<file path="src/rtl/battleship_pkg.sv">
// Shared types for the battleship game: cell encoding, game states and
// the flat cell index used by both boards.
package battleship_pkg;

  typedef enum logic [1:0] {
    EMPTY = 2'd0,
    SHIP  = 2'd1,
    MISS  = 2'd2,
    HIT   = 2'd3
  } cell_t;

  typedef enum logic [2:0] {
    IDLE     = 3'd0,
    P_SETUP  = 3'd1,
    PC_SETUP = 3'd2,
    P_TURN   = 3'd3,
    PC_TURN  = 3'd4,
    CHECK    = 3'd5,
    DONE     = 3'd6
  } game_state_t;

  // Row-major cell index: cell (x,y) lives at y*n + x.
  function automatic int unsigned idx(input int unsigned x, input int unsigned y,
                                      input int unsigned n);
    return y * n + x;
  endfunction

endpackage

</file>
<file path="src/rtl/battleship_game_fsm_board_cursor.sv">
// Wrap-around board cursor. One move per cycle with priority
// up > down > left > right; a place press in the same cycle wins and
// suppresses the move.
module board_cursor #(
  parameter int BOARD_N = 5,
  parameter int COORD_W = (BOARD_N > 1) ? $clog2(BOARD_N) : 1
) (
  input  logic               clk,
  input  logic               rst_n,
  input  logic               en,
  input  logic               clr,
  input  logic               place,
  input  logic               up,
  input  logic               down,
  input  logic               left,
  input  logic               right,
  output logic [COORD_W-1:0] cursor_x,
  output logic [COORD_W-1:0] cursor_y
);

  localparam logic [COORD_W-1:0] LAST = COORD_W'(BOARD_N - 1);

  logic [COORD_W-1:0] x_q, x_d, y_q, y_d;

  // Next cursor position: clear wins, then one prioritised move when enabled.
  always_comb begin
    x_d = x_q;
    y_d = y_q;
    if (clr) begin
      x_d = '0;
      y_d = '0;
    end else if (en && !place) begin
      if (up)         y_d = (y_q == '0)   ? LAST : y_q - COORD_W'(1);
      else if (down)  y_d = (y_q == LAST) ? '0   : y_q + COORD_W'(1);
      else if (left)  x_d = (x_q == '0)   ? LAST : x_q - COORD_W'(1);
      else if (right) x_d = (x_q == LAST) ? '0   : x_q + COORD_W'(1);
    end
  end

  // Cursor registers.
  always_ff @(posedge clk or negedge rst_n) begin
    if (!rst_n) begin
      x_q <= '0;
      y_q <= '0;
    end else begin
      x_q <= x_d;
      y_q <= y_d;
    end
  end

  assign cursor_x = x_q;
  assign cursor_y = y_q;

endmodule

</file>
<file path="src/rtl/battleship_game_fsm.sv">
// Battleship game sequencer: owns both boards, runs ship placement,
// alternating shots with a player timeout, and win detection.
module battleship_game_fsm
  import battleship_pkg::*;
#(
  parameter int BOARD_N      = 5,
  parameter int NUM_SHIPS    = 5,
  parameter int TURN_TIMEOUT = 50_000_000,
  localparam int COORD_W     = (BOARD_N > 1) ? $clog2(BOARD_N) : 1
) (
  input  logic                           clk,
  input  logic                           rst,
  input  logic                           start,
  input  logic                           boton_arriba,
  input  logic                           boton_abajo,
  input  logic                           boton_izquierda,
  input  logic                           boton_derecha,
  input  logic                           boton_colocar,
  input  logic [COORD_W-1:0]             rand_x,
  input  logic [COORD_W-1:0]             rand_y,
  output logic [COORD_W-1:0]             cursor_x,
  output logic [COORD_W-1:0]             cursor_y,
  output logic [2:0]                     state_o,
  output logic [2*BOARD_N*BOARD_N-1:0]   player_board,
  output logic [2*BOARD_N*BOARD_N-1:0]   pc_board,
  output logic [7:0]                     player_hits,
  output logic [7:0]                     pc_hits,
  output logic                           game_over,
  output logic                           player_won
);

  localparam int NCELL  = BOARD_N * BOARD_N;
  localparam int CELL_W = $clog2(NCELL);
  localparam int PL_W   = $clog2(NUM_SHIPS + 1);
  localparam int TO_W   = (TURN_TIMEOUT > 1) ? $clog2(TURN_TIMEOUT) : 1;

  localparam logic [TO_W-1:0]    TO_LAST  = TO_W'((TURN_TIMEOUT > 0) ? TURN_TIMEOUT - 1 : 0);
  localparam logic [PL_W-1:0]    PL_DONE  = PL_W'(NUM_SHIPS);
  localparam logic [7:0]         HIT_DONE = 8'(NUM_SHIPS);
  localparam logic [COORD_W:0]   N_EXT    = (COORD_W + 1)'(BOARD_N);

  game_state_t       state_q, state_d, ret_q, ret_d;
  cell_t             pb_q [NCELL];
  cell_t             pb_d [NCELL];
  cell_t             cb_q [NCELL];
  cell_t             cb_d [NCELL];
  logic [PL_W-1:0]   placed_q, placed_d;
  logic [TO_W-1:0]   to_q, to_d;
  logic [7:0]        ph_q, ph_d, pch_q, pch_d;
  logic              go_q, go_d, won_q, won_d;
  logic              cur_clr, cur_en;
  logic [CELL_W-1:0] cur_i, rnd_i;
  logic              rnd_ok;

  assign cur_i  = CELL_W'(idx(32'(cursor_x), 32'(cursor_y), BOARD_N));
  assign rnd_i  = CELL_W'(idx(32'(rand_x), 32'(rand_y), BOARD_N));
  assign rnd_ok = ({1'b0, rand_x} < N_EXT) && ({1'b0, rand_y} < N_EXT);
  assign cur_en = (state_q == P_SETUP) || (state_q == P_TURN);

  board_cursor #(.BOARD_N(BOARD_N), .COORD_W(COORD_W)) u_cursor (
    .clk      (clk),
    .rst_n    (rst),
    .en       (cur_en),
    .clr      (cur_clr),
    .place    (boton_colocar),
    .up       (boton_arriba),
    .down     (boton_abajo),
    .left     (boton_izquierda),
    .right    (boton_derecha),
    .cursor_x (cursor_x),
    .cursor_y (cursor_y)
  );

  // Next-state, board writes and counters; the timeout counter is zero
  // unless it is explicitly advanced while waiting for a player shot.
  always_comb begin
    state_d  = state_q;
    ret_d    = ret_q;
    pb_d     = pb_q;
    cb_d     = cb_q;
    placed_d = placed_q;
    to_d     = '0;
    ph_d     = ph_q;
    pch_d    = pch_q;
    go_d     = go_q;
    won_d    = won_q;
    cur_clr  = 1'b0;
    case (state_q)
      IDLE, DONE: begin
        if (start) begin
          state_d  = P_SETUP;
          for (int i = 0; i < NCELL; i++) begin
            pb_d[i] = EMPTY;
            cb_d[i] = EMPTY;
          end
          placed_d = '0;
          ph_d     = '0;
          pch_d    = '0;
          go_d     = 1'b0;
          won_d    = 1'b0;
          cur_clr  = 1'b1;
        end
      end
      P_SETUP: begin
        if (boton_colocar && pb_q[cur_i] == EMPTY) begin
          pb_d[cur_i] = SHIP;
          if (placed_q + PL_W'(1) == PL_DONE) begin
            placed_d = '0;
            state_d  = PC_SETUP;
          end else begin
            placed_d = placed_q + PL_W'(1);
          end
        end
      end
      PC_SETUP: begin
        if (rnd_ok && cb_q[rnd_i] == EMPTY) begin
          cb_d[rnd_i] = SHIP;
          if (placed_q + PL_W'(1) == PL_DONE) begin
            placed_d = '0;
            state_d  = P_TURN;
          end else begin
            placed_d = placed_q + PL_W'(1);
          end
        end
      end
      P_TURN: begin
        if (boton_colocar && (cb_q[cur_i] == EMPTY || cb_q[cur_i] == SHIP)) begin
          if (cb_q[cur_i] == SHIP) begin
            cb_d[cur_i] = HIT;
            ph_d        = ph_q + 8'd1;
          end else begin
            cb_d[cur_i] = MISS;
          end
          ret_d   = PC_TURN;
          state_d = CHECK;
        end else if (TURN_TIMEOUT != 0 && to_q == TO_LAST) begin
          state_d = PC_TURN;
        end else if (TURN_TIMEOUT != 0) begin
          to_d = to_q + TO_W'(1);
        end
      end
      PC_TURN: begin
        if (rnd_ok && (pb_q[rnd_i] == EMPTY || pb_q[rnd_i] == SHIP)) begin
          if (pb_q[rnd_i] == SHIP) begin
            pb_d[rnd_i] = HIT;
            pch_d       = pch_q + 8'd1;
          end else begin
            pb_d[rnd_i] = MISS;
          end
          ret_d   = P_TURN;
          state_d = CHECK;
        end
      end
      CHECK: begin
        if (ph_q == HIT_DONE) begin
          state_d = DONE;
          go_d    = 1'b1;
          won_d   = 1'b1;
        end else if (pch_q == HIT_DONE) begin
          state_d = DONE;
          go_d    = 1'b1;
          won_d   = 1'b0;
        end else begin
          state_d = ret_q;
        end
      end
      default: state_d = IDLE;
    endcase
  end

  // Game state, boards and counters; reset wipes everything at once.
  always_ff @(posedge clk or negedge rst) begin
    if (!rst) begin
      state_q  <= IDLE;
      ret_q    <= P_TURN;
      for (int i = 0; i < NCELL; i++) begin
        pb_q[i] <= EMPTY;
        cb_q[i] <= EMPTY;
      end
      placed_q <= '0;
      to_q     <= '0;
      ph_q     <= '0;
      pch_q    <= '0;
      go_q     <= 1'b0;
      won_q    <= 1'b0;
    end else begin
      state_q  <= state_d;
      ret_q    <= ret_d;
      pb_q     <= pb_d;
      cb_q     <= cb_d;
      placed_q <= placed_d;
      to_q     <= to_d;
      ph_q     <= ph_d;
      pch_q    <= pch_d;
      go_q     <= go_d;
      won_q    <= won_d;
    end
  end

  for (genvar i = 0; i < NCELL; i++) begin : g_pack
    assign player_board[i*2 +: 2] = pb_q[i];
    assign pc_board[i*2 +: 2]     = cb_q[i];
  end

  assign state_o     = state_q;
  assign player_hits = ph_q;
  assign pc_hits     = pch_q;
  assign game_over   = go_q;
  assign player_won  = won_q;

endmodule

</file>
<file path="config.mk">
export PLATFORM = sky130hd
export DESIGN_NAME = battleship_game_fsm
export DESIGN_NICKNAME = d
export VERILOG_FILES = /design/src/rtl/battleship_pkg.sv /design/src/rtl/battleship_game_fsm_board_cursor.sv /design/src/rtl/battleship_game_fsm.sv
export SDC_FILE = /design/constraint.sdc
export NUM_CORES = 1
export LEC_CHECK = 0
export CORE_ASPECT_RATIO = 0.75
export CORE_MARGIN = 5
export CORE_UTILIZATION = 40
export CTS_CLUSTER_SIZE = 10
export DETAILED_ROUTE_END_ITERATION = 6
export SLEW_MARGIN = 20
export SYNTH_ARGS = -nofsm -noshare
export SYNTH_HDL_FRONTEND = slang
export SYNTH_SLANG_ARGS = --single-unit
export TNS_END_PERCENT = 50
</file>
<file path="constraint.sdc">
create_clock -name clk -period 4.65 [get_ports clk]
set_clock_uncertainty 0.15 [all_clocks]
set_input_delay 0.93 -clock clk [delete_from_list [all_inputs] [get_ports clk]]
set_output_delay 0.93 -clock clk [all_outputs]
set_load 0.02 [all_outputs]
</file>
==> results.md, run 1 <==
- Worst-margin pin slew: 1.12 ns
- Nature of the critical path endpoint: register
- Crit path launch: u_cursor.cursor_y[2]
- Netlist cell types: 73
- Initial Utilization: 0.404
- CTS tree: done
- Max frequency: between 200 and 250 MHz
- Final worst-path cycle share: 0.968
- Max cap viols: 0
- Critical path class: register to register
- Die area: between 0.03 and 0.04 sq mm
- Max-slew violation count: 0
- Sink count of the clock tree: 158
- # diodes: 0
- Fin Setup TNS: 0 ns
- Clock transition at the registers of the reported paths: about 0.07 ns
- GRT Util Overall: 0.281
- Setup WS post-layout: 0.148 ns
- Root Buffer: clkbuf_16
- Vias in the first global route: approximately 11000
- Final nets: ~1500
- Placed cells: 1788
- Routed Wire Length: 45500 microns
- Post-synth EDFFs: 0
- Synth area leader: dfrtp_1
- Vias post-DR: between 10000 and 15000
- Post-route insts no fill: about 1800
- Final hold viol count: 0
- CP endpoint: pc_board[13]
- Total gr overflow: 0
- Leak Pwr: roughly 5.6 nW
- Relative slew slack: 0.250
- Pin count of the biggest net entering global routing: 97
- HP Class: register to register
- Largest vdd supply drop: 0.000319 V
- Synth Warn #: 0
- Die width: ~200 microns
- ANT nets after route: 0
- Port bufs: 140
- Syn avg cell area: 8.90 sq um
- PwrDens: approximately 590 mW/mm^2
- Site row count: 53
- Seq/Total Area, Yosys: 0.349
- Net Count, Synth: 1320
- DRC: 0
- Setup crit start kind: register
- Fraction of layout cells with a size suffix above 1: 0.164
- Largest cells by area after synthesis: dfrtp_1, mux4_2, nand3_1
- Outcome: finished, final reports clean
- Crit Reg-Reg Endpoint: pc_board[13]
- RSZ-0062 raised after global routing: false
- # hold bufs at CTS: 0
- CTS Buf Count: 17
- First-pass GRT wire length: roughly 70000 microns
- Gp weighted congestion: approximately 0.94
- Crit-path max FO: 22
- Starting DRC count in detailed routing: ~1700
- Post-detail-place hpwl: around 33000 microns
- Setup slack at placement: -0.477 ns
- Top-area cell type share of the netlist area: 0.347
- Setup bufs post-CTS: 0
- Reg2Reg Launch Point: u_cursor.cursor_y[2]
- R2R depth: 11
- Final setup viols: 0
- Critical Path AT: roughly 4.7 ns
- Synth-to-layout area growth: 26.3%
- DR pass1 iterations: 7
- Final cell area excluding filler cells: about 0.014 sq mm
- Synth async-reset ratio: 1.00
- Placeable Area: ~0.028 sq mm
- Routed len/inst: about 25 microns
- Final min period: approximately 4.5 ns
- Tot Pwr: 8.39 mW
- Placement Cell Area: between 0.01 and 0.015 sq mm
- Boundary pin count: between 100 and 150
- Vias per cell: approximately 6.5
- Initial antenna violation count: 2
- Cells after Synth: approximately 1300
- Synth Cell Area: approximately 0.011 sq mm
- Ys flop type: dfrtp_1
- CTS H-tree depth: 4
- Worst R2R Setup Slack: 0.15 ns
- Worst-Skew Late Latency: 0.45 ns
- Worst endpoint required time: a little under 5 ns
- Synth Register Bits: 158
- Clock Path Buffers: 2
- DIE HEIGHT: 156 microns
cells in the mapped netlist (all sizes together) (24+ instances only):
cell and number:
nand3 107, nand4 50, dfrtp 157, o2bb2ai 28
a21oi 57, buf 25, clkbuf 81, mux4 30
mux2 29, and3 24, a2bb2oi 30, nand2 121
ha 32, a31oi 42, nor3 24, nor2 112
o22ai 26, o21ai 43
metal layers:
layer  up-vias  routed length (microns)  share of wire  track usage
met5         -                       21        0.00046      0.00595
met4         4                      986          0.022       0.0698
met3        82                     6510           0.14        0.115
met2       804                    18200           0.40        0.377
met1      5738                    19800           0.43        0.417
li1       5156                        -              -            -
sequential cells by signal, summed over array words and instances (netlist names):
name               count
player_hits            8
pc_hits                8
game_over              1
u_cursor.cursor_x      3
state_o                3
placed_q               3
u_cursor.cursor_y      3
ret_q                  2
player_board          50
pc_board              50
to_q                  26
player_won             1
repair_timing:
item / CTS / global route
endpoints found under the setup margin: 22 / 57
pin swaps: 0 / 1
resized for setup: 1 / 14
area by class of cell:
cell class	instances	area [sq um]
Inverter	23	86.3
Tap cell	385	482
Clock inverter	15	185
Fill cell	2653	13700
Sequential cell	158	3960
Clock buffer	17	425
Timing Repair Buffer	237	2200
Multi-Input combinational cell	985	6960
worst min path at each step:
| stage | from | to | slack, ns | cells past startpoint |
|---|---|---|---|---|
| floorplan | ret_q[2] | ret_q[2] | 0.30 | 2 |
| finish | to_q[0] | to_q[0] | 0.34 | 1 |
| CTS | to_q[0] | to_q[0] | 0.34 | 1 |
| global route | to_q[0] | to_q[0] | 0.37 | 1 |
| detailed placement | ret_q[2] | ret_q[2] | 0.33 | 2 |
| global placement | game_over | game_over | 0.32 | 2 |
through the flow:
stage	hold WS, ns	utilization
final	0.343	0.511
after global placement	0.320	0.486
after detailed placement	0.332	0.486
after CTS	0.343	0.508
after floorplan	0.299	-
after global routing	0.372	0.511
critical path, cell delays in order (launching register included):
cell	delay [ns]
dfrtp_1	0.39
ha_1	0.28
ha_1	0.32
fa_1	0.81
inv_1	0.32
o21ai_0	0.27
a21oi_1	0.16
o31ai_1	0.55
and2_0	0.52
nand3_1	0.13
buf_4	0.27
o2bb2ai_1	0.22
placed cells by master, fill, tap and decap left out, types with 41 or more instances in the layout:
cell,synthesis,final
a21oi_1,57,56
a31oi_1,41,41
buf_4,2,90
clkdlybuf4s50_1,0,139
dfrtp_1,157,156
nand2_1,121,121
nand3_1,107,107
nand4_1,50,50
nor2_1,112,110
o21ai_0,42,42
power breakdown:
| group | leakage (nW) | switching [mW] | total (mW) | internal, mW |
|---|---|---|---|---|
| Combinational | 3.10 | 3.27 | 5.06 | 1.79 |
| Clock | 0.283 | 0.668 | 1.52 | 0.853 |
| Sequential | 2.18 | 0.274 | 1.80 | 1.53 |
logic make-up (layout without fill, tap and decap cells):
group           Yosys count  count (layout)  share of synthesized area
buf+inv                 129             292                     0.0459
flops                   158             158                      0.349
simple gates            503             503                      0.216
compound gates          344             344                      0.225
mux                      72              72                      0.100
fa+ha+maj                35              35                     0.0398
xor+xnor                 31              31                     0.0240
(Power assumes the default switching activity.)
==> run 2, diff against run 1 <==
--- a/config.mk
+++ b/config.mk
@@ -7,7 +7,7 @@
 export LEC_CHECK = 0
 export CORE_ASPECT_RATIO = 0.75
 export CORE_MARGIN = 5
-export CORE_UTILIZATION = 40
+export CORE_UTILIZATION = 35
 export CTS_CLUSTER_SIZE = 10
 export DETAILED_ROUTE_END_ITERATION = 6
 export SLEW_MARGIN = 20
==> run 2 against run 1 <==
The flow now finishes with violations (design-rule violations). Routed wire length rose by 0.24%. Flip-flop and latch count did not move. Count of clock-buffer cells in the layout rose by 4. Setup slack got worse by 0.024 ns. Core utilization fell by 6.6 points. Critical path depth rose by 1. Combinational power fell by 2%. Register-to-register slack improved by 0.06 ns. Die area rose by 13%. Via count rose by 0.45%. Highest routed layer unchanged.
==> results.md, run 2 (synthesized netlist as in run 1, its figures left out) <==
- Outcome: complete, but fails checks
- Failing checks: design-rule violations
- Synth-to-layout area growth: 26.5%
- Final worst-path cycle share: 0.973 (+0.00522)
- Leak Pwr: 5.54 nW (-0.35%)
- Vias per cell: 6.31 (-2.5%)
- Critical path class: input pin to register
- DIE HEIGHT: 166 microns (+6.5%)
- # diodes: 0 (unchanged)
- Clock transition at the registers of the reported paths: 0.07 ns (about the same)
- HP Class: register to register
- Worst-Skew Late Latency: 0.44 ns (about the same)
- Sw Share: 0.500 (-0.00224)
- First-pass GRT wire length: 70200 microns (+0.90%)
- Commonest non-fill, non-tap cells in the layout: dfrtp_1, clkdlybuf4s50_1, nand2_1, nor2_1, nand3_1
- Sequential power share: 0.218 (+0.003)
- Sink count of the clock tree: 158 (unchanged)
- DR pass1 iterations: 7 (unchanged)
- Fin Setup TNS: 0 ns (unchanged)
- Nature of the critical path endpoint: register
- Final cell area excluding filler cells: 0.0143 sq mm (+0.17%)
- Routed len/inst: 24.3 microns (-2.8%)
- Pin count of the biggest net entering global routing: 96 (-1.0%)
- Placeable Area: 0.0322 sq mm (+15%)
- Boundary pin count: 141 (unchanged)
- Root Buffer: clkbuf_16
- Worst-margin pin slew: 1.09 ns (-0.0343 ns)
- P_sw: 4.12 mW (-2.2%)
- Max-slew violation count: 0 (unchanged)
- Gp weighted congestion: 0.966 (+2.7%)
- Worst endpoint required time: 4.87 ns (+0.02 ns)
- Critical Path AT: 4.74 ns (+0.04 ns)
- CTS Buf Count: 17 (unchanged)
- Placement Cell Area: 0.0137 sq mm (+0.60%)
- GRT Util Overall: 0.246 (-0.0344)
- Leading cell type in the layout, fill and taps excluded: dfrtp_1
- Final hold viol count: 0 (unchanged)
- Setup crit start kind: input pin
- Vias post-DR: 11837 (+0.45%)
- Die width: 218 microns (+6.6%)
- Initial Utilization: 0.352 (-0.0526)
- ANT nets after route: 0 (unchanged)
- Crit-path max FO: 7 (-68%)
- Fillers: 3103 (+17%)
- CTS tree: done
- Total gr overflow: 0 (unchanged)
- Clk pwr share: 0.180 (about the same)
- CTS H-tree depth: 4 (unchanged)
- Clock Path Buffers: 2 (unchanged)
- RSZ-0062 raised after global routing: false
- Layout Utilization: 0.445 (-0.0656)
- Vias in the first global route: 11128 (+0.18%)
- Starting DRC count in detailed routing: 1596 (-3.9%)
- Max cap viols: 0 (unchanged)
- Die area: 0.0361 sq mm (+13%)
- Initial antenna violation count: 2 (unchanged)
- Fraction of layout cells with a size suffix above 1: 0.161 (-0.00337)
- Comb pwr share: 0.602 (-0.002)
- Post-detail-place hpwl: 33400 microns (+1.5%)
- Final min period: 4.53 ns (+0.0243 ns)
- Placed cells: 1844 (+3.1%)
- Port bufs: 140 (unchanged)
- Largest vdd supply drop: 0.000384 V (+20%)
- PwrDens: 576 mW/mm^2 (-1.9%)
- Final setup viols: 0 (unchanged)
- Max frequency: 221 MHz (-0.54%)
- Routed Wire Length: 45600 microns (+0.24%)
- Post-route insts no fill: 1876 (+3.1%)
- Setup bufs post-CTS: 0 (unchanged)
- Final nets: 1469 (-0.068%)
- DRC: 2 (+2)
- Site row count: 57 (+7.5%)
- Internal Power: 4.12 mW (-1.3%)
- Relative slew slack: 0.273 (+0.0229)
-- run 2: path summary, 6_finish.rpt --
path / start / endpoint / slack (ns) / cells after the start
max reg2reg: u_cursor.cursor_y[0] / to_q[17] / 0.21 / 10
min reg2reg: game_over / game_over / 0.34 / 2
min: game_over / game_over / 0.34 / 2
max in group asynchronous: rst / ret_q[1] / 3.04 / 2
max: rand_y[0] / pc_hits[6] / 0.12 / 12
min in group asynchronous: rst / game_over / 0.43 / 1
-- run 2: repair_timing --
| action | 4_1_cts | 5_1_grt |
|---|---|---|
| setup endpoints to repair | 54 | 40 |
| hold buffers | 0 | 0 |
| gates resized for setup | 6 | 3 |
| gates cloned | 0 | 0 |
| pin swaps | 0 | 1 |
| hold endpoints to repair | 0 | 0 |
-- run 2: power by group through the flow --
stage,registers (mW),clock network [mW],logic (mW)
detailed placement,1.81,0,4.79
CTS,1.79,1.49,4.82
finish,1.80,1.48,4.96
global route,1.82,1.56,5.23
floorplan,1.86,0,2.90
global placement,1.81,0,4.75
-- run 2: critical path, stage by stage --
cell and delay (ns):
clkdlybuf4s50_1 0.43, ha_1 0.31, ha_1 0.31, fa_2 0.39
xor2_4 0.17, mux4_2 0.52, and3_1 0.21, or3_4 0.41
buf_4 0.16, o21a_2 0.25, or4_1 0.50, a21oi_1 0.15
-- run 2: final cells by class --
cell class / instances / area [sq um] / area share
flip-flops and latches: 158 / 3960 / 0.276
clock buffers: 21 / 450 / 0.0315
repair buffers: 236 / 2200 / 0.154
inverters: 23 / 86.3 / 0.00603
multi-input cells: 985 / 6930 / 0.484
clock inverters: 11 / 143 / 0.00996
well taps: 442 / 553 / 0.0386
-- run 2: through the flow --
stage               hold WS (ns)  worst slack [ns]  total power, mW
finish                     0.341             0.124             8.24
global route               0.385           0.00810             8.61
CTS                        0.339            0.0584             8.10
detailed placement         0.323            -0.622             6.60
global placement           0.317            -0.570             6.56
floorplan                  0.299            0.0365             4.77
-- run 2: per-layer routing --
layer | vias to the layer above | wire [microns] | GRT usage | share of wire
met5 | - | 27 | 0 | 0.00059
met4 | 4 | 848 | 0.0508 | 0.019
met3 | 93 | 6110 | 0.0847 | 0.13
met2 | 764 | 18400 | 0.338 | 0.40
met1 | 5813 | 20200 | 0.374 | 0.44
li1 | 5163 | - | - | -
